## src/rtl/instr_fetch_unit_if.sv

```systemverilog
// Fetch-unit bundle: program-memory read port (consumer A) plus the decode valid/ready handshake.
// master = fetch unit side, slave = memory/decode environment side.
interface instr_fetch_unit_if;
   logic [31:0] mem_addr_out;
   logic        mem_read_request_out;
   logic [31:0] mem_instr_in;
   logic        mem_data_valid_in;
   logic        redirect_in;
   logic [31:0] redirect_pc_in;
   logic [31:0] instr_out;
   logic [31:0] pc_out;
   logic        valid_out;
   logic        ready_in;

   modport master (
      output mem_addr_out, mem_read_request_out,
      input  mem_instr_in, mem_data_valid_in,
      input  redirect_in, redirect_pc_in,
      output instr_out, pc_out, valid_out,
      input  ready_in
   );

   modport slave (
      input  mem_addr_out, mem_read_request_out,
      output mem_instr_in, mem_data_valid_in,
      output redirect_in, redirect_pc_in,
      input  instr_out, pc_out, valid_out,
      output ready_in
   );
endinterface

```

## src/rtl/instr_fetch_unit.sv

```systemverilog
// Instruction fetch stage: credit-limited word reads into a fixed-latency memory,
// epoch-tagged in-flight tracking for redirect squash, and a small output FIFO.
module instr_fetch_unit #(
   parameter logic [31:0] RESET_PC    = 32'h0000_0000,
   parameter int          FIFO_DEPTH  = 4,
   parameter int          MEM_LATENCY = 2
) (
   input logic                clk_in,
   input logic                rst_n_in,
   instr_fetch_unit_if.master bus
);
   localparam int PW   = $clog2(FIFO_DEPTH);
   localparam int CW   = $clog2(FIFO_DEPTH + MEM_LATENCY + 1);
   localparam int SW   = $clog2(MEM_LATENCY + 1);
   localparam int TAIL = MEM_LATENCY - 1;

   logic [31:0]            fetch_pc_q, fetch_pc_d;
   logic                   epoch_q, epoch_d;
   logic [MEM_LATENCY-1:0] st_valid_q, st_valid_d;
   logic [MEM_LATENCY-1:0] st_epoch_q, st_epoch_d;
   logic [31:0]            st_pc_q [MEM_LATENCY];
   logic [31:0]            st_pc_d [MEM_LATENCY];
   logic [31:0]            fifo_instr_q [FIFO_DEPTH];
   logic [31:0]            fifo_pc_q [FIFO_DEPTH];
   logic [PW:0]            wr_ptr_q, wr_ptr_d, rd_ptr_q, rd_ptr_d;
   logic [SW-1:0]          settle_q, settle_d;

   logic [PW:0]   fifo_count;
   logic          fifo_empty, fifo_full;
   logic [CW-1:0] in_flight, occupancy;
   logic          issue, push, pop, valid;

   assign fifo_count = wr_ptr_q - rd_ptr_q;
   assign fifo_empty = (fifo_count == '0);
   assign fifo_full  = (fifo_count == (PW+1)'(FIFO_DEPTH));

   always_comb begin
      in_flight = '0;
      for (int i = 0; i < MEM_LATENCY; i++) begin
         in_flight = in_flight + CW'(st_valid_q[i]);
      end
   end

   // Credits cover every outstanding word, stale ones included, so the FIFO can never overflow.
   assign valid     = !fifo_empty && !bus.redirect_in;
   assign pop       = valid && bus.ready_in;
   assign occupancy = in_flight + CW'(fifo_count) - CW'(pop);
   assign issue     = rst_n_in && !bus.redirect_in && (occupancy < CW'(FIFO_DEPTH));
   assign push      = bus.mem_data_valid_in && !bus.redirect_in &&
                      st_valid_q[TAIL] && (st_epoch_q[TAIL] == epoch_q);

   genvar gi;
   generate
      for (gi = 0; gi < MEM_LATENCY; gi++) begin : g_stage
         if (gi == 0) begin : g_head
            assign st_valid_d[gi] = issue;
            assign st_epoch_d[gi] = epoch_q;
            assign st_pc_d[gi]    = fetch_pc_q;
         end else begin : g_shift
            assign st_valid_d[gi] = st_valid_q[gi-1];
            assign st_epoch_d[gi] = st_epoch_q[gi-1];
            assign st_pc_d[gi]    = st_pc_q[gi-1];
         end
      end
   endgenerate

   always_comb begin
      fetch_pc_d = fetch_pc_q;
      epoch_d    = epoch_q;
      wr_ptr_d   = wr_ptr_q;
      rd_ptr_d   = rd_ptr_q;
      if (bus.redirect_in) begin
         fetch_pc_d = {bus.redirect_pc_in[31:2], 2'b00};
         epoch_d    = ~epoch_q;
         rd_ptr_d   = wr_ptr_q;
      end else begin
         if (issue) fetch_pc_d = fetch_pc_q + 32'd4;
         if (push)  wr_ptr_d   = wr_ptr_q + (PW+1)'(1);
         if (pop)   rd_ptr_d   = rd_ptr_q + (PW+1)'(1);
      end
      // Responses to pre-reset requests may still land for a few cycles after reset.
      settle_d = (settle_q == SW'(MEM_LATENCY)) ? settle_q : settle_q + SW'(1);
   end

   always_ff @(posedge clk_in) begin
      if (!rst_n_in) begin
         fetch_pc_q <= RESET_PC;
         epoch_q    <= 1'b0;
         st_valid_q <= '0;
         wr_ptr_q   <= '0;
         rd_ptr_q   <= '0;
         settle_q   <= '0;
      end else begin
         fetch_pc_q <= fetch_pc_d;
         epoch_q    <= epoch_d;
         st_valid_q <= st_valid_d;
         wr_ptr_q   <= wr_ptr_d;
         rd_ptr_q   <= rd_ptr_d;
         settle_q   <= settle_d;
      end
   end

   always_ff @(posedge clk_in) begin
      st_epoch_q <= st_epoch_d;
      st_pc_q    <= st_pc_d;
      if (push) begin
         fifo_instr_q[wr_ptr_q[PW-1:0]] <= bus.mem_instr_in;
         fifo_pc_q[wr_ptr_q[PW-1:0]]    <= st_pc_q[TAIL];
      end
      if (rst_n_in && settle_q == SW'(MEM_LATENCY)) begin
         assert (!(bus.mem_data_valid_in && !st_valid_q[TAIL]));
      end
      if (rst_n_in) begin
         assert (!(push && fifo_full && !pop));
      end
   end

   always_comb begin
      bus.mem_addr_out         = fetch_pc_q;
      bus.mem_read_request_out = issue;
      bus.valid_out            = valid;
      bus.instr_out            = '0;
      bus.pc_out               = '0;
      if (!fifo_empty) begin
         bus.instr_out = fifo_instr_q[rd_ptr_q[PW-1:0]];
         bus.pc_out    = fifo_pc_q[rd_ptr_q[PW-1:0]];
      end
   end
endmodule

```

## src/flat_wrapper.sv

```systemverilog
// flat-port wrapper written by rule: the top's interface ports become plain ports
module instr_fetch_unit_flat 
#(
   parameter logic [31:0] RESET_PC    = 32'h0000_0000,
   parameter int          FIFO_DEPTH  = 4,
   parameter int          MEM_LATENCY = 2
)
  (clk_in, rst_n_in, bus_mem_addr_out, bus_mem_read_request_out, bus_mem_instr_in, bus_mem_data_valid_in, bus_redirect_in, bus_redirect_pc_in, bus_instr_out, bus_pc_out, bus_valid_out, bus_ready_in);
  instr_fetch_unit_if bus_i ();
  input logic clk_in;
  input logic rst_n_in;
  output wire logic [$bits(bus_i.mem_addr_out)-1:0] bus_mem_addr_out;
  output wire logic [$bits(bus_i.mem_read_request_out)-1:0] bus_mem_read_request_out;
  input wire logic [$bits(bus_i.mem_instr_in)-1:0] bus_mem_instr_in;
  input wire logic [$bits(bus_i.mem_data_valid_in)-1:0] bus_mem_data_valid_in;
  input wire logic [$bits(bus_i.redirect_in)-1:0] bus_redirect_in;
  input wire logic [$bits(bus_i.redirect_pc_in)-1:0] bus_redirect_pc_in;
  output wire logic [$bits(bus_i.instr_out)-1:0] bus_instr_out;
  output wire logic [$bits(bus_i.pc_out)-1:0] bus_pc_out;
  output wire logic [$bits(bus_i.valid_out)-1:0] bus_valid_out;
  input wire logic [$bits(bus_i.ready_in)-1:0] bus_ready_in;
  assign bus_mem_addr_out = bus_i.mem_addr_out;
  assign bus_mem_read_request_out = bus_i.mem_read_request_out;
  assign bus_i.mem_instr_in = bus_mem_instr_in;
  assign bus_i.mem_data_valid_in = bus_mem_data_valid_in;
  assign bus_i.redirect_in = bus_redirect_in;
  assign bus_i.redirect_pc_in = bus_redirect_pc_in;
  assign bus_instr_out = bus_i.instr_out;
  assign bus_pc_out = bus_i.pc_out;
  assign bus_valid_out = bus_i.valid_out;
  assign bus_i.ready_in = bus_ready_in;
  instr_fetch_unit #(.RESET_PC(RESET_PC), .FIFO_DEPTH(FIFO_DEPTH), .MEM_LATENCY(MEM_LATENCY)) u_core (.clk_in(clk_in), .rst_n_in(rst_n_in), .bus(bus_i));
endmodule
```

## config.mk

```make
export PLATFORM = sky130hd
export DESIGN_NAME = instr_fetch_unit_flat
export DESIGN_NICKNAME = d
export VERILOG_FILES = /design/src/rtl/instr_fetch_unit_if.sv /design/src/rtl/instr_fetch_unit.sv /design/src/flat_wrapper.sv
export SDC_FILE = /design/constraint.sdc
export NUM_CORES = 1
export LEC_CHECK = 0
export BUFFER_PORTS_ARGS = -buffer_cell sky130_fd_sc_hd__buf_2
export CELL_PAD_IN_SITES_DETAIL_PLACEMENT = 1
export CELL_PAD_IN_SITES_GLOBAL_PLACEMENT = 2
export CORE_MARGIN = 2
export CORE_UTILIZATION = 23
export CTS_BUF_LIST = sky130_fd_sc_hd__clkbuf_4 sky130_fd_sc_hd__clkbuf_8
export DETAILED_ROUTE_END_ITERATION = 10
export MAX_ROUTING_LAYER = met4
export PLACE_DENSITY_LB_ADDON = 0.1
export SLEW_MARGIN = 20
export SYNTH_ARGS = -nofsm -noshare
export SYNTH_HDL_FRONTEND = slang
export SYNTH_SLANG_ARGS = --single-unit
```

## constraint.sdc

```tcl
create_clock -name clk_in -period 5 [get_ports clk_in]
set_clock_uncertainty 0.15 [all_clocks]
set_input_delay 0.5 -clock clk_in [delete_from_list [all_inputs] [get_ports clk_in]]
set_output_delay 0.5 -clock clk_in [all_outputs]
set_load 0.01 [all_outputs]
```

==> results.yml, run 1 <==
run_status:
  status: "complete, no violations"
route:
  wl_per_cell_microns: 19.56
  drt_pre_antenna_iters: 6
  vias_per_cell: 4.099
  drc_errors: 0
  vias: 7534
  routed_wl_mm: 35.95
  drt_iter0_markers: 327
  antenna_left: 0
pwr:
  powerDensity_nw_per_um2: 412.9
  peakVddDrop_mv: 0.1418
  total_leakage_power_nw: 5.798
floorplan:
  ios: 167
  initial_core_util_pct: 23.15
  std_cell_rows: 88
  die_w_microns: 244.3
  core_sq_um: 57370
  fp.dieH_microns: 244.3
  dieArea_sq_um: 59680
clock_network:
  cts_sinks: 351
  cts_tree: "built"
  cts_buffer_depth: 3
  htreeDepth: 3
  numCtsBuffers: 69
  worstSkewPairLatency_ns: 0.63
  post_cts_buffers: 0
  cts_root_buffer: "clkbuf_8"
  clk_pin_slew_worst_paths_ns: 0.05
logic_synthesis:
  ys_types: 50
  yosysWarnings: 0
  syn_area_per_cell_sq_um: 16.75
  synth_edf_count: 248
  synthArstFlopShare_pct: 0
  synth_top_flop_cell: "edfxtp_1"
  syn_inst: 793
  ys_seq_elements: 351
  syn_area_sq_um: 13280
  ys_seq_area_share_pct: 71.60
timing:
  min_period_over_period_pct: 89.94
  fmax_mhz: 222.4
  period_minus_slack_ns: 4.497
  drv_slew: 0
  setup_viol: 0
  rsz0062_at_grt: "no"
  fin_tns_setup_ns: 0
  tightest_slew_ns: 0.9602
  hold_violations: 0
  relSlewSlack_pct: 35.50
  timing.final.ws_setup_ns: 0.5028
job:
  cap_violations: 0
critical_path:
  startpoint_type: "register"
  cp_max_fo: 4
  endpoint_kind: "primary output"
  path_class: "reg2out"
  critPathArrivalTime_ns: 3.85
  cp.required_ns: 4.35
global_route:
  antenna_found_initial: 1
  track_usage_pct: 12.78
  grt_pass1_vias: 8371
  overflow: 0
  grt_start_max_net_pins: 49
  grt_pass1_wl_mm: 54.52
finish:
  drive_gt1_share_pct: 35.07
  layout_commonest_cell: "edfxtp_1"
  area_growth_pct: 25.67
  layout_common_cells: "edfxtp_1, buf_2, dfxtp_1"
  final_nets: 1096
place:
  detailedPlace.worstSlack_ns: 0.9632
  portBuffers: 160
  place.gp.congestion: 0.6694
  place.detailed.hpwl_mm: 21.45
hold_path:
  hold_path_class: "in2reg"
[Yosys cell counts, types with 4 or more instances]
master / number / area, sq um
or4_1: 4 / 30.03
buf_4: 34 / 255.2
mux4_2: 62 / 1396
nand4_1: 12 / 75.07
ha_1: 11 / 137.6
nor4b_1: 7 / 61.31
nor4_1: 6 / 37.54
nor3_1: 13 / 65.06
clkbuf_1: 30 / 112.6
inv_1: 10 / 37.54
xor2_1: 4 / 35.03
buf_1: 7 / 26.28
a311oi_1: 9 / 78.83
nand3_1: 12 / 60.06
nor3b_1: 8 / 60.06
nor2_1: 18 / 67.56
o21ai_0: 34 / 170.2
and3_1: 4 / 25.02
dfxtp_1: 103 / 2062
a21oi_1: 4 / 20.02
a31oi_1: 9 / 56.30
o31ai_1: 5 / 37.54
xnor2_1: 5 / 43.79
nor2b_1: 68 / 425.4
nand2_1: 20 / 75.07
edfxtp_1: 248 / 7447
and2_1: 7 / 43.79
or3_1: 4 / 25.02
buf_2: 4 / 20.02
[critical path: stages (launching register included)]
cell and delay (ns):
dfxtp_1 0.38, inv_1 0.13, ha_1 0.21, fa_1 0.37, xor3_2 0.30, o21ai_0 0.28, nor2_1 0.07, ha_1 0.18
inv_1 0.05, ha_1 0.21, a31oi_1 0.34, xor2_1 0.36, and3_1 0.20, buf_2 0.13
[layer usage]
| layer | up-vias | global-route usage, % | share of wire (%) |
|---|---|---|---|
| li1 | 3491 | - | - |
| met1 | 3796 | 16.29 | 46 |
| met2 | 169 | 19.69 | 47 |
| met3 | 78 | 3.095 | 5.1 |
| met4 | 0 | 4.770 | 2.6 |
| met5 | - | - | 0 |
[report_power, final]
group / switching, W / internal (W)
clock network: 0.00124 / 0.00168
registers: 0.0000940 / 0.00319
logic: 0.000401 / 0.000286
[area by class of cell]
class                   instances  area, sq um
well taps                     765        957.2
repair buffers                223         1404
clock buffers                 110         1326
clock inverters                18        90.09
diodes                          1        2.502
flip-flops and latches        351         9517
inverters                      10        37.54
fillers                      6018        40670
multi-input cells             360         3357
[timing repair]
action / CTS / global route
hold buffers: 42 / 0
endpoints found under the setup margin: 0 / 0
hold endpoints to repair: 138 / 0
resized for setup: 0 / 0
[flip-flops by register name, summed over array words and instances, names as in the netlist, named ones only]
register	count
u_core.st_pc_q	30
u_core.rd_ptr_q	3
u_core.bus.mem_addr_out	30
u_core.fifo_pc_q	120
u_core.wr_ptr_q	3
u_core.epoch_q	1
u_core.st_epoch_q	2
u_core.st_valid_q	2
u_core.fifo_instr_q	128
u_core.st_pc_d	30
[per-stage QoR]
stage          total power (W)  instance area [sq um]  std cells  util (%)  hold slack (ns)
5_1_grt               0.007254                  16690       1838     29.10          0.04306
3_5_place_dp          0.004032                  14850       1667     25.89           0.1635
2_1_floorplan         0.003695                  13290        796         -           0.1596
4_1_cts               0.007073                  16690       1837     29.09         0.009909
6_report              0.006892                  16690       1838     29.10          0.08014
3_3_place_gp          0.004031                  14850       1667     25.89           0.1607
[final timing paths]
kind,slack [ns],to,cells after the start,from
worst max-delay path,0.50,bus_mem_read_request_out,13,u_core.wr_ptr_q[0]$_SDFFE_PN0P_
worst min-delay path,0.08,u_core.bus.mem_addr_out[5]$_SDFFE_PN0P_,3,bus_redirect_pc_in[5]
worst max register to register,0.96,u_core.bus.mem_addr_out[7]$_SDFFE_PN0P_,14,u_core.wr_ptr_q[0]$_SDFFE_PN0P_
worst min register to register,0.17,u_core.st_pc_q[28]$_DFF_P_,0,u_core.st_pc_d[28]$_DFF_P_
[cells by family (layout without fill, tap and decap cells)]
family	count (synthesis)	count (layout)	synth area share, %
AO/OA/AOI/OAI	76	76	3.750
multiplexers	64	64	10.66
other	1	5	0.02823
flip-flops	351	351	71.60
AND/OR/NAND/NOR	193	193	8.469
XOR/XNOR	11	11	0.9043
adder cells (fa/ha/maj)	12	12	1.187
buffers and inverters	85	361	3.401
Power figures use the tool's default switching activity.
==> run 2: changes to the inputs <==
ABC_AREA = 1   (was unset)
==> run 2 against run 1 <==
Die area grew 6.2%. Setup slack lost 0.064 ns. Hold slack gained 0.010 ns. Total power grew 5.4%.
==> results.yml, run 2 <==
timing:
  hold_violations: 0
  drv_slew: 0
  fmax_mhz: 219.2
  period_minus_slack_ns: 4.562
  relSlewSlack_pct: 38.34
  timing.hold.ws_ns: 0.09058
  rsz0062_at_grt: "no"
  fin_tns_setup_ns: 0
  setup_viol: 0
  tightest_slew_ns: 0.9249
  min_period_over_period_pct: 91.23
critical_path:
  path_class: "reg2out"
  crit_chain: "inv_1, ha_1, fa_1, inv_1, nand2_1, nand2_1, nand2_1, nand2_2, nand3_4, nand3_1, inv_1, ha_1, inv_1, ha_1, nand3_1, nand3_1, nand2_1, nand2_1, nand2_4, nand2_4, inv_1, buf_2"
  crit_buf_inv: 6
  max_stage_delay_ns: 0.42
  path_delay_family: "simple AND/OR/NAND/NOR gates"
  critPathArrivalTime_ns: 3.91
  endpoint_kind: "primary output"
  startpoint_type: "register"
  critPathSlowestCell: "fa_1"
  cp_max_fo: 7
  cp.required_ns: 4.35
logic_synthesis:
  yosysWarnings: 0
  synth_edf_count: 248
  syn_area_sq_um: 14120
  synth_top_cell_by_area: "edfxtp_1"
  synthArstFlopShare_pct: 0
  netlist_top_cells_area: "edfxtp_1, dfxtp_1, nor2_1, nand2_1, o32ai_1"
  ys_seq_area_share_pct: 67.34
  ys_types: 35
  synth_commonest_cells: "nor2_1, edfxtp_1, nand2_1, inv_1, dfxtp_1"
  synth_top_flop_cell: "edfxtp_1"
  ys_seq_elements: 351
  syn_area_per_cell_sq_um: 10.65
  synth.top_cell.area_share_pct: 52.74
  yosysMostFrequentCell: "nor2_1"
  syn_inst: 1326
floorplan:
  fp.dieH_microns: 251.8
  core_sq_um: 60580
  initial_core_util_pct: 23.31
  die_w_microns: 251.8
  ios: 167
  dieArea_sq_um: 63390
  std_cell_rows: 90
clock_network:
  clk_pin_slew_worst_paths_ns: 0.05
  cts_buffer_depth: 3
  cts_tree: "built"
  htreeDepth: 3
  worstSkewPairLatency_ns: 0.60
  cts_sinks: 351
  post_cts_buffers: 0
  hold_buffers: 32
  cts_resized: 0
  cts_root_buffer: "clkbuf_8"
  numCtsBuffers: 67
route:
  drt_iter0_markers: 366
  vias_per_cell: 4.186
  drc_errors: 0
  wl_per_cell_microns: 17.66
  routed_wl_mm: 41.43
  drt_pre_antenna_iters: 4
  vias: 9820
  antenna_left: 0
run_status:
  status: "complete, no violations"
pwr:
  total_leakage_power_nw: 6.921
  total_power_w: 0.007268
  p_sw_share_pct: 26.14
  peakVddDrop_mv: 0.1334
  pwr-share-comb_pct: 11.3
  switching_power_w: 0.001900
  internal_power_w: 0.005368
  powerDensity_nw_per_um2: 418.3
  clock_power_share_pct: 42.3
  seqPwrFrac_pct: 46.4
finish:
  final_nets: 1592
  layout_common_cells: "nor2_1, edfxtp_1, nand2_1"
  area_growth_pct: 23.04
  layout_commonest_cell: "nor2_1"
  drive_gt1_share_pct: 19.96
  largest_reg_flops: 128
  stdcell_count: 2346
  final_area_sq_um: 17370
place:
  dpl.cell_count: 2192
  portBuffers: 160
  place.detailed.hpwl_mm: 25.42
  place_area_sq_um: 15580
  place.gp.congestion: 0.6945
hold_path:
  hold_path_class: "in2reg"
global_route:
  grt_pass1_wl_mm: 63.50
  grt_pass1_vias: 10546
  overflow: 0
  track_usage_pct: 13.56
  antenna_found_initial: 1
  grt_start_max_net_pins: 78
job:
  cap_violations: 0
[run 2: changes by cell type after synthesis, moves of 9 or more]
cell | before | now
a31oi_1 | 9 | 0
mux4_2 | 62 | 0
nor2b_1 | 68 | 0
a311oi_1 | 9 | 0
o21ai_0 | 34 | 81
nor3_1 | 13 | 3
nand3_1 | 12 | 35
buf_2 | 4 | 19
inv_1 | 10 | 105
o32ai_1 | 0 | 62
nor2_1 | 18 | 347
nand2_1 | 20 | 180
nand4_1 | 12 | 1
[run 2: logic make-up (layout without fill, tap and decap cells)]
kind of cell    Yosys count  after routing  share of synthesized area, %
compound gates          157            157                         7.248
xor+xnor                 22             22                         1.364
fa+ha+maj                12             12                         1.116
buf+inv                 203            437                         6.601
flops                   351            351                         67.34
other cells               1              5                       0.02656
simple gates            580            580                         16.30
[run 2: layer usage]
layer / vias up / share of wire [%] / GRT usage [%]
li1: 4805 / - / -
met1: 4769 / 47 / 17.09
met2: 182 / 48 / 21.97
met3: 64 / 3.9 / 2.435
met4: 0 / 2.0 / 4.632
met5: - / 0 / -
[run 2: power by group through the flow]
stage | clock (W) | sequential (W) | combinational (W)
after floorplan | 0 | 0.00335 | 0.000546
after global placement | 0 | 0.00344 | 0.000823
after detailed placement | 0 | 0.00345 | 0.000830
after CTS | 0.00321 | 0.00338 | 0.000854
after global routing | 0.00334 | 0.00340 | 0.000931
final | 0.00307 | 0.00338 | 0.000819
[run 2: final timing paths]
kind,from,to,slack [ns],cells after the start
max,u_core.wr_ptr_q[0]$_SDFFE_PN0P_,bus_mem_read_request_out,0.44,22
min reg2reg,u_core.st_pc_d[12]$_DFF_P_,u_core.st_pc_q[12]$_DFF_P_,0.16,0
max reg2reg,u_core.wr_ptr_q[0]$_SDFFE_PN0P_,u_core.bus.mem_addr_out[13]$_SDFFE_PN0P_,1.09,25
min,bus_redirect_pc_in[3],u_core.bus.mem_addr_out[3]$_SDFFE_PN0P_,0.09,5
[run 2: cell type report]
cell class                      instances  area (sq um)
Antenna cell                            1         2.502
Clock buffer                          101          1234
Clock inverter                         20         235.2
Fill cell                            6860         43210
Inverter                              108         407.9
Multi-Input combinational cell        775          3734
Sequential cell                       351          9517
Tap cell                              782         978.4
Timing Repair Buffer                  208          1266
[run 2: stage by stage]
| stage | setup slack, ns | utilization (%) |
|---|---|---|
| after CTS | 0.2994 | 28.67 |
| after global placement | 1.026 | 25.72 |
| after detailed placement | 0.9969 | 25.72 |
| after global routing | 0.03468 | 28.68 |
| after floorplan | 0.9262 | - |
| final | 0.4384 | 28.68 |
[run 2: worst register-to-register path, stage by stage (launching register included)]
cell and delay (ns):
dfxtp_1 0.38, inv_1 0.12, ha_1 0.21, fa_1 0.42, inv_1 0.09, nand2_1 0.06, nand2_1 0.07, nand2_1 0.05
nand2_2 0.10, nand3_4 0.07, nand3_1 0.14, inv_1 0.09, ha_1 0.18, inv_1 0.05, ha_1 0.21, nand3_1 0.10
nand2_1 0.06, nand2_1 0.08, nand2_1 0.06, nand2_1 0.10, nand2_4 0.10, nand2_4 0.11, buf_4 0.39, nand2_8 0.20
nor2_1 0.15, nor2_1 0.06
==> run 3: changes to the inputs <==
CTS_BUF_LIST = sky130_fd_sc_hd__clkbuf_8   (was sky130_fd_sc_hd__clkbuf_4 sky130_fd_sc_hd__clkbuf_8)
==> run 3 against run 2 <==
Core utilization shrank 0.15 points. First-iteration DRC count is 0.82% lower. Cell count is the same. Critical path depth stayed put. Design area down 0.54%. Sequential share of layout area grew 0.30 points. Critical endpoint unchanged. Setup slack worse by 0.0043 ns. Combinational power about the same. Die area unchanged. Sequential cell count is the same. Largest cell class unchanged.
==> results.yml, run 3 (same netlist as run 2, synthesis figures left out) <==
route:
  drc_errors: 0
  wl_per_cell_microns: 17.64
  vias_per_cell: 4.184
  drt_pre_antenna_iters: 4
  antenna_left: 0
  routed_wl_mm: 41.39
  drt_iter0_markers: 363
  vias: 9815
critical_path:
  crit_chain: "inv_1, ha_1, fa_1, inv_1, nand2_1, nand2_1, nand2_1, nand2_2, nand3_4, nand3_1, inv_1, ha_1, inv_1, ha_1, nand3_1, nand3_1, nand2_1, nand2_1, nand2_4, nand2_4, inv_1, buf_2"
  max_stage_delay_ns: 0.42
  critPathArrivalTime_ns: 3.92
  path_class: "reg2out"
  cp_max_fo: 7
  cp.required_ns: 4.35
  startpoint_type: "register"
  critPathSlowestCell: "fa_1"
  endpoint_kind: "primary output"
clock_network:
  cts_tree: "built"
  cts_resized: 0
  worstSkewPairLatency_ns: 0.60
  numCtsBuffers: 67
  cts_buffer_depth: 3
  cts_root_buffer: "clkbuf_8"
  clk_pin_slew_worst_paths_ns: 0.06
  post_cts_buffers: 0
  htreeDepth: 3
  cts_sinks: 351
place:
  place_area_sq_um: 15580
  portBuffers: 160
  place.detailed.hpwl_mm: 25.42
  detailedPlace.worstSlack_ns: 0.9969
  place.gp.congestion: 0.6945
finish:
  final_core_util_pct: 28.52
  layout_commonest_cell: "nor2_1"
  largest_reg_flops: 128
  final_area_sq_um: 17280
  final_nets: 1592
  drive_gt1_share_pct: 18.36
  area_growth_pct: 22.37
  n_fill_cell: 6881
  layout_common_cells: "nor2_1, edfxtp_1, nand2_1"
pwr:
  peakVddDrop_mv: 0.1330
  clock_power_share_pct: 40.7
  total_leakage_power_nw: 6.939
  switching_power_w: 0.001897
  powerDensity_nw_per_um2: 409.6
  pwr-share-comb_pct: 11.6
  internal_power_w: 0.005180
  seqPwrFrac_pct: 47.7
  p_sw_share_pct: 26.80
global_route:
  antenna_found_initial: 1
  track_usage_pct: 13.54
  grt_pass1_wl_mm: 63.46
  overflow: 0
  grt_pass1_vias: 10560
  grt_start_max_net_pins: 78
timing:
  timing.final.ws_setup_ns: 0.4341
  rsz0062_at_grt: "no"
  fmax_mhz: 219.0
  hold_violations: 0
  setup_viol: 0
  drv_slew: 0
  fin_tns_setup_ns: 0
  period_minus_slack_ns: 4.566
  relSlewSlack_pct: 38.83
  min_period_over_period_pct: 91.32
  tightest_slew_ns: 0.9176
floorplan:
  ios: 167
  dieArea_sq_um: 63390
  fp.dieH_microns: 251.8
  std_cell_rows: 90
  core_sq_um: 60580
  die_w_microns: 251.8
  initial_core_util_pct: 23.31
job:
  cap_violations: 0
hold_path:
  hold_path_class: "in2reg"
run_status:
  status: "complete, no violations"
run 3: final cells by class:
cell class	count	area [sq um]	area share, %
clock buffers	76	1046	6.053
flip-flops and latches	351	9517	55.07
diodes	1	2.502	0.01448
repair buffers	208	1266	7.327
inverters	108	407.9	2.360
well taps	782	978.4	5.662
multi-input cells	775	3734	21.61
clock inverters	45	329.1	1.904
run 3: critical path, delay by kind of cell, from the launching register on:
kind | cells | cell delay [ns]
and+or+nand+nor | 12 | 1.09
adders and majority gates | 4 | 1.02
buffers and inverters | 6 | 0.81
DFF | 1 | 0.38
run 3: power groups by stage:
stage | Clock (W) | Sequential, W | Combinational, W
after floorplan | 0 | 0.00335 | 0.000546
after global placement | 0 | 0.00344 | 0.000823
after detailed placement | 0 | 0.00345 | 0.000830
final | 0.00288 | 0.00338 | 0.000819
after global routing | 0.00314 | 0.00340 | 0.000931
after CTS | 0.00302 | 0.00338 | 0.000854
run 3: worst paths after layout:
path	startpoint	end	slack, ns	cells past startpoint
min	bus_redirect_pc_in[3]	u_core.bus.mem_addr_out[3]$_SDFFE_PN0P_	0.09	5
max	u_core.wr_ptr_q[0]$_SDFFE_PN0P_	bus_mem_read_request_out	0.43	22
max reg2reg	u_core.wr_ptr_q[0]$_SDFFE_PN0P_	u_core.bus.mem_addr_out[13]$_SDFFE_PN0P_	1.08	25
min reg2reg	u_core.st_pc_d[12]$_DFF_P_	u_core.st_pc_q[12]$_DFF_P_	0.16	0
run 3: per-stage QoR:
step	instances	power, W	hold slack, ns
after floorplan	1329	0.003897	0.1596
after global placement	2192	0.004265	0.1601
after detailed placement	2192	0.004277	0.1632
after CTS	2345	0.007263	0.02527
after global routing	2346	0.007476	0.08594
final	2346	0.007077	0.09049
run 3: per-layer routing:
layer	track usage (%)	routed length [microns]	part of all wire (%)	up-vias
met1	17.05	19260	47	4764
met3	2.424	1618	3.9	64
met2	22.01	19720	48	184
met4	4.548	794	1.9	0
met5	-	0	0	-
li1	-	-	-	4803
run 3: what timing repair did:
action                                  4_1_cts  5_1_grt
endpoints found under the setup margin        0        0
endpoints found under the hold margin       128        0
hold buffers                                 32        0
